## src/rtl/shift_sequencer_if.sv

```systemverilog
// shift_sequencer_if: start/busy/done request handshake and operand/result bus
interface shift_sequencer_if;
  logic        start;
  logic [15:0] din;
  logic [3:0]  amt;
  logic [1:0]  op;
  logic        busy;
  logic        done;
  logic [15:0] dout;
  modport master (output start, din, amt, op, input busy, done, dout);
  modport slave (input start, din, amt, op, output busy, done, dout);
endinterface

```

## src/rtl/shift_sequencer.sv

```systemverilog
// shift_sequencer: multi-cycle 0-15 position shifter built on one single-bit shifter pass per clock
module shifter (
  input  logic [15:0] in,
  input  logic [1:0]  shift,
  output logic [15:0] sout
);
  always_comb sout = shift == 2'b01 ? {in[14:0], 1'b0} :
                     shift == 2'b10 ? {1'b0, in[15:1]} :
                     shift == 2'b11 ? {in[15], in[15:1]} : in;
endmodule

module shift_sequencer (
  input logic             clk,
  input logic             reset,
  shift_sequencer_if.slave sif
);
  typedef enum logic [1:0] {IDLE, SHIFT, DONE} state_t;
  state_t      state, next;
  logic [15:0] work, sout;
  logic [3:0]  cnt;
  logic [1:0]  op_q;
  logic        accept;
  shifter u_shifter (.in(work), .shift(op_q), .sout(sout));
  assign accept   = state == IDLE && sif.start;
  assign sif.busy = state != IDLE;
  assign sif.done = state == DONE;
  assign sif.dout = work;
  always_comb begin
    next = IDLE;
    if (state == IDLE) next = sif.start ? ((sif.amt == 4'd0 || sif.op == 2'b00) ? DONE : SHIFT) : IDLE;
    else if (state == SHIFT) next = cnt == 4'd1 ? DONE : SHIFT;
  end
  always_ff @(posedge clk or posedge reset) begin
    if (reset) begin
      state <= IDLE;
      work  <= '0;
      cnt   <= '0;
      op_q  <= '0;
    end else begin
      state <= next;
      if (accept) begin
        work <= sif.din;
        cnt  <= sif.amt;
        op_q <= sif.op;
      end else if (state == SHIFT) begin
        work <= sout;
        cnt  <= cnt - 4'd1;
      end
    end
  end
endmodule
```

## src/flat_wrapper.sv

```systemverilog
// flat-port wrapper written by rule: the top's interface ports become plain ports
module shift_sequencer_flat 
  (clk, reset, sif_start, sif_din, sif_amt, sif_op, sif_busy, sif_done, sif_dout);
  shift_sequencer_if sif_i ();
  input logic clk;
  input logic reset;
  input wire logic [$bits(sif_i.start)-1:0] sif_start;
  input wire logic [$bits(sif_i.din)-1:0] sif_din;
  input wire logic [$bits(sif_i.amt)-1:0] sif_amt;
  input wire logic [$bits(sif_i.op)-1:0] sif_op;
  output wire logic [$bits(sif_i.busy)-1:0] sif_busy;
  output wire logic [$bits(sif_i.done)-1:0] sif_done;
  output wire logic [$bits(sif_i.dout)-1:0] sif_dout;
  assign sif_i.start = sif_start;
  assign sif_i.din = sif_din;
  assign sif_i.amt = sif_amt;
  assign sif_i.op = sif_op;
  assign sif_busy = sif_i.busy;
  assign sif_done = sif_i.done;
  assign sif_dout = sif_i.dout;
  shift_sequencer u_core (.clk(clk), .reset(reset), .sif(sif_i));
endmodule
```

## config.mk

```make
export PLATFORM = sky130hd
export DESIGN_NAME = shift_sequencer_flat
export DESIGN_NICKNAME = d
export VERILOG_FILES = /design/src/rtl/shift_sequencer_if.sv /design/src/rtl/shift_sequencer.sv /design/src/flat_wrapper.sv
export SDC_FILE = /design/constraint.sdc
export NUM_CORES = 1
export LEC_CHECK = 0
export CORE_ASPECT_RATIO = 1.1
export CORE_MARGIN = 3
export CORE_UTILIZATION = 45
export CTS_CLUSTER_DIAMETER = 120
export CTS_CLUSTER_SIZE = 40
export DETAILED_ROUTE_END_ITERATION = 10
export PLACE_DENSITY_LB_ADDON = 0.1
export SYNTH_ARGS = -nofsm -noshare
export SYNTH_HDL_FRONTEND = slang
export SYNTH_SLANG_ARGS = --single-unit
```

## constraint.sdc

```tcl
create_clock -name clk -period 2.4 [get_ports clk]
set_clock_uncertainty 0.1 [all_clocks]
set_input_delay 0.24 -clock clk [delete_from_list [all_inputs] [get_ports clk]]
set_output_delay 0.24 -clock clk [all_outputs]
set_load 0.05 [all_outputs]
```

==> results.sh <==
export IMPL_status="complete, no violations"
export IMPL_startpoint="u_core.state[0]"
export IMPL_ys_flop_type="dfrtp_1"
export IMPL_syn_nets=153
export IMPL_cts_tree="yes"
export IMPL_fmax_mhz=444
export IMPL_synth_commonest_cells="dfrtp_1, mux2_4, mux2_1, mux2_2, inv_1"
export IMPL_grt_pass1_wl_um=5510
export IMPL_end_kind="output port"
export IMPL_finalHoldViolCount=0
export IMPL_grt_pass1_vias=1130
export IMPL_synth_top_area_cell="dfrtp_1"
export IMPL_vias_per_cell=5.07
export IMPL_rrSetupSlack_ns=0.43
export IMPL_dr_pass1_iters=2
export IMPL_yosys_warnings=0
export IMPL_max_cap_violations=0
export IMPL_async_reset_ff_share_pct=100
export IMPL_synthMuxAreaShare_pct=39.1
export IMPL_fin_tns_setup_ns=0
export IMPL_synthXorXnorAreaFrac_pct=0.555
export IMPL_final_layout_size_suffix_gt1_share_pct=25.9
export IMPL_ir_drop_mv=0.655
export IMPL_clkLatencyLatePin_ns=0.32
export IMPL_syn_to_final_growth_pct=29.4
export IMPL_ant_nets=0
export IMPL_gp_congestion=0.740
export IMPL_cts_max_path_buffers=2
export IMPL_setup_violations=0
export IMPL_netlist_area_um2=1580
export IMPL_grt_max_degree=25
export IMPL_die_w_um=62.5
export IMPL_drt_iter0_drc=50
export IMPL_wl_per_cell_um=15.0
export IMPL_drc=0
export IMPL_grt_overflow=0
export IMPL_routed_wirelength_um=3190
export IMPL_slew_limit_headroom_pct=66.4
export IMPL_ys_types=33
export IMPL_rsz0062_at_grt="false"
export IMPL_cts_max_level=1
export IMPL_syn_inst=124
export IMPL_synth_top_family_by_area="multiplexers"
export IMPL_clkTransAtPathRegs_ns=0.13
export IMPL_fin_crit_ns=2.25
export IMPL_ys_seq_area_share_pct=38.0
export IMPL_slew_violations=0
export IMPL_crit_required_ns=2.06
export IMPL_synth_top_cell_area_share_pct=38.0
export IMPL_crit_path_start_kind="flip-flop"
export IMPL_start_util_pct=49.3
export IMPL_worstMarginPinSlew_ns=0.502
export IMPL_synth_compound_area_share_pct=6.58
export IMPL_dp_hpwl_um=2390
export IMPL_die_area_um2=4260
export IMPL_diodes=0
export IMPL_crit_fanout=13
export IMPL_die_height_um=68.1
export IMPL_leakage_uw=0.000921
export IMPL_synth_edf_count=0
export IMPL_syn_avg_cell_area_um2=12.7
export IMPL_boundaryPins=43
export IMPL_row_count=21
export IMPL_critical_path_arrival_ns=1.91
export IMPL_cts_repair_resized=0
export IMPL_dr_total_vias=1074
export IMPL_worst_r2r_startpoint="u_core.state[0]"
export IMPL_yosys_area_share_simple_pct=6.18
export IMPL_place_area_um2=2020
export IMPL_io_buffers=42
export IMPL_postLayoutCoreUtil_pct=63.7
export IMPL_cts_sink_count=24
export IMPL_post_cts_buffers=0
export IMPL_final_nets=197
export IMPL_synth_fa_ha_area_share_pct=3.17
export IMPL_antenna_found_initial=0
export IMPL_ys_ff_latch=24
export IMPL_power_density_nw_per_um2=1650
export IMPL_grt_total_usage_pct=16.7
export IMPL_finalCritPeriodShare_pct=93.9
export IMPL_path_class="reg -> out"
export IMPL_fin_area_um2=2040
export IMPL_fp_coreArea_um2=3210
export IMPL_synth_area_top_cells="dfrtp_1, mux2_4, mux2_1"
export IMPL_cts_buffers_inserted=3
export IMPL_hold_path_class="in -> async"
export IMPL_root_buffer="clkbuf_4"
export IMPL_ctsHoldBuffers=0
==> final timing paths <==
path	endpoint	cells after the start
worst max-delay path	sif_busy	2
worst min-delay path	u_core.sif.dout[3]	3
worst max register to register	u_core.sif.dout[1]	4
worst min register to register	u_core.op_q[1]	1
max in group asynchronous	u_core.state[1]	3
min in group clk	u_core.sif.dout[15]	3
==> report_power, final <==
group          switching [µW]  internal, µW
Sequential                224           622
Combinational            1110          1240
Clock                     118          58.7
Total                    1450          1920
==> metal layers <==
layer / vias to the layer above / track usage [%] / wire (µm)
met4: 0 / 4.13 / 23
met2: 28 / 30.6 / 1580
met1: 516 / 19.5 / 1410
met5: - / 0 / 0
met3: 2 / 4.93 / 174
li1: 528 / - / -
==> cells by family after synthesis <==
| logic type | count (synthesis) |
|---|---|
| flops | 24 |
| mux | 47 |
| fa+ha+maj | 4 |
| buf+inv | 15 |
| simple gates | 17 |
| compound gates | 16 |
| xor+xnor | 1 |
==> worst max-delay path, stage by stage, from the launching register on <==
cell,delay (ns)
dfrtp_1,0.54
or2_2,0.36
clkdlybuf4s50_1,0.71
==> stage by stage <==
step / total power, µW / setup slack [ns] / std cells / hold WS, ns
finish: 3370 / 0.146 / 212 / 0.148
global route: 3600 / 0.0520 / 212 / 0.205
CTS: 3410 / 0.131 / 212 / 0.151
detailed placement: 3220 / 0.198 / 209 / 0.431
global placement: 3150 / 0.241 / 209 / 0.410
floorplan: 2680 / 0.320 / 124 / 0.155
==> final cells by class <==
type / count / area [µm²]
clock buffer: 3 / 22.5
fill: 280 / 1160
inverter: 7 / 26.3
multi-input combinational: 85 / 878
sequential: 24 / 601
tap: 46 / 57.6
timing repair buffer: 47 / 458
==> sequential cells by signal, indices dropped and copies added (netlist names) <==
name             cells
u_core.sif.dout     16
u_core.cnt           4
u_core.op_q          2
u_core.state         2
==> cells in the final DEF (no fill, tap or decap), drive strengths merged, types with 3 or more instances in the layout <==
cell type | synthesis | routed
dfrtp | 24 | 24
o21ai | 3 | 3
clkdlybuf4s50 | 0 | 42
a21oi | 5 | 5
clkbuf | 2 | 3
nor2 | 4 | 4
ha | 4 | 4
inv | 7 | 7
buf | 6 | 5
mux2 | 46 | 46
Note: power is estimated with default switching activity, not from simulation.
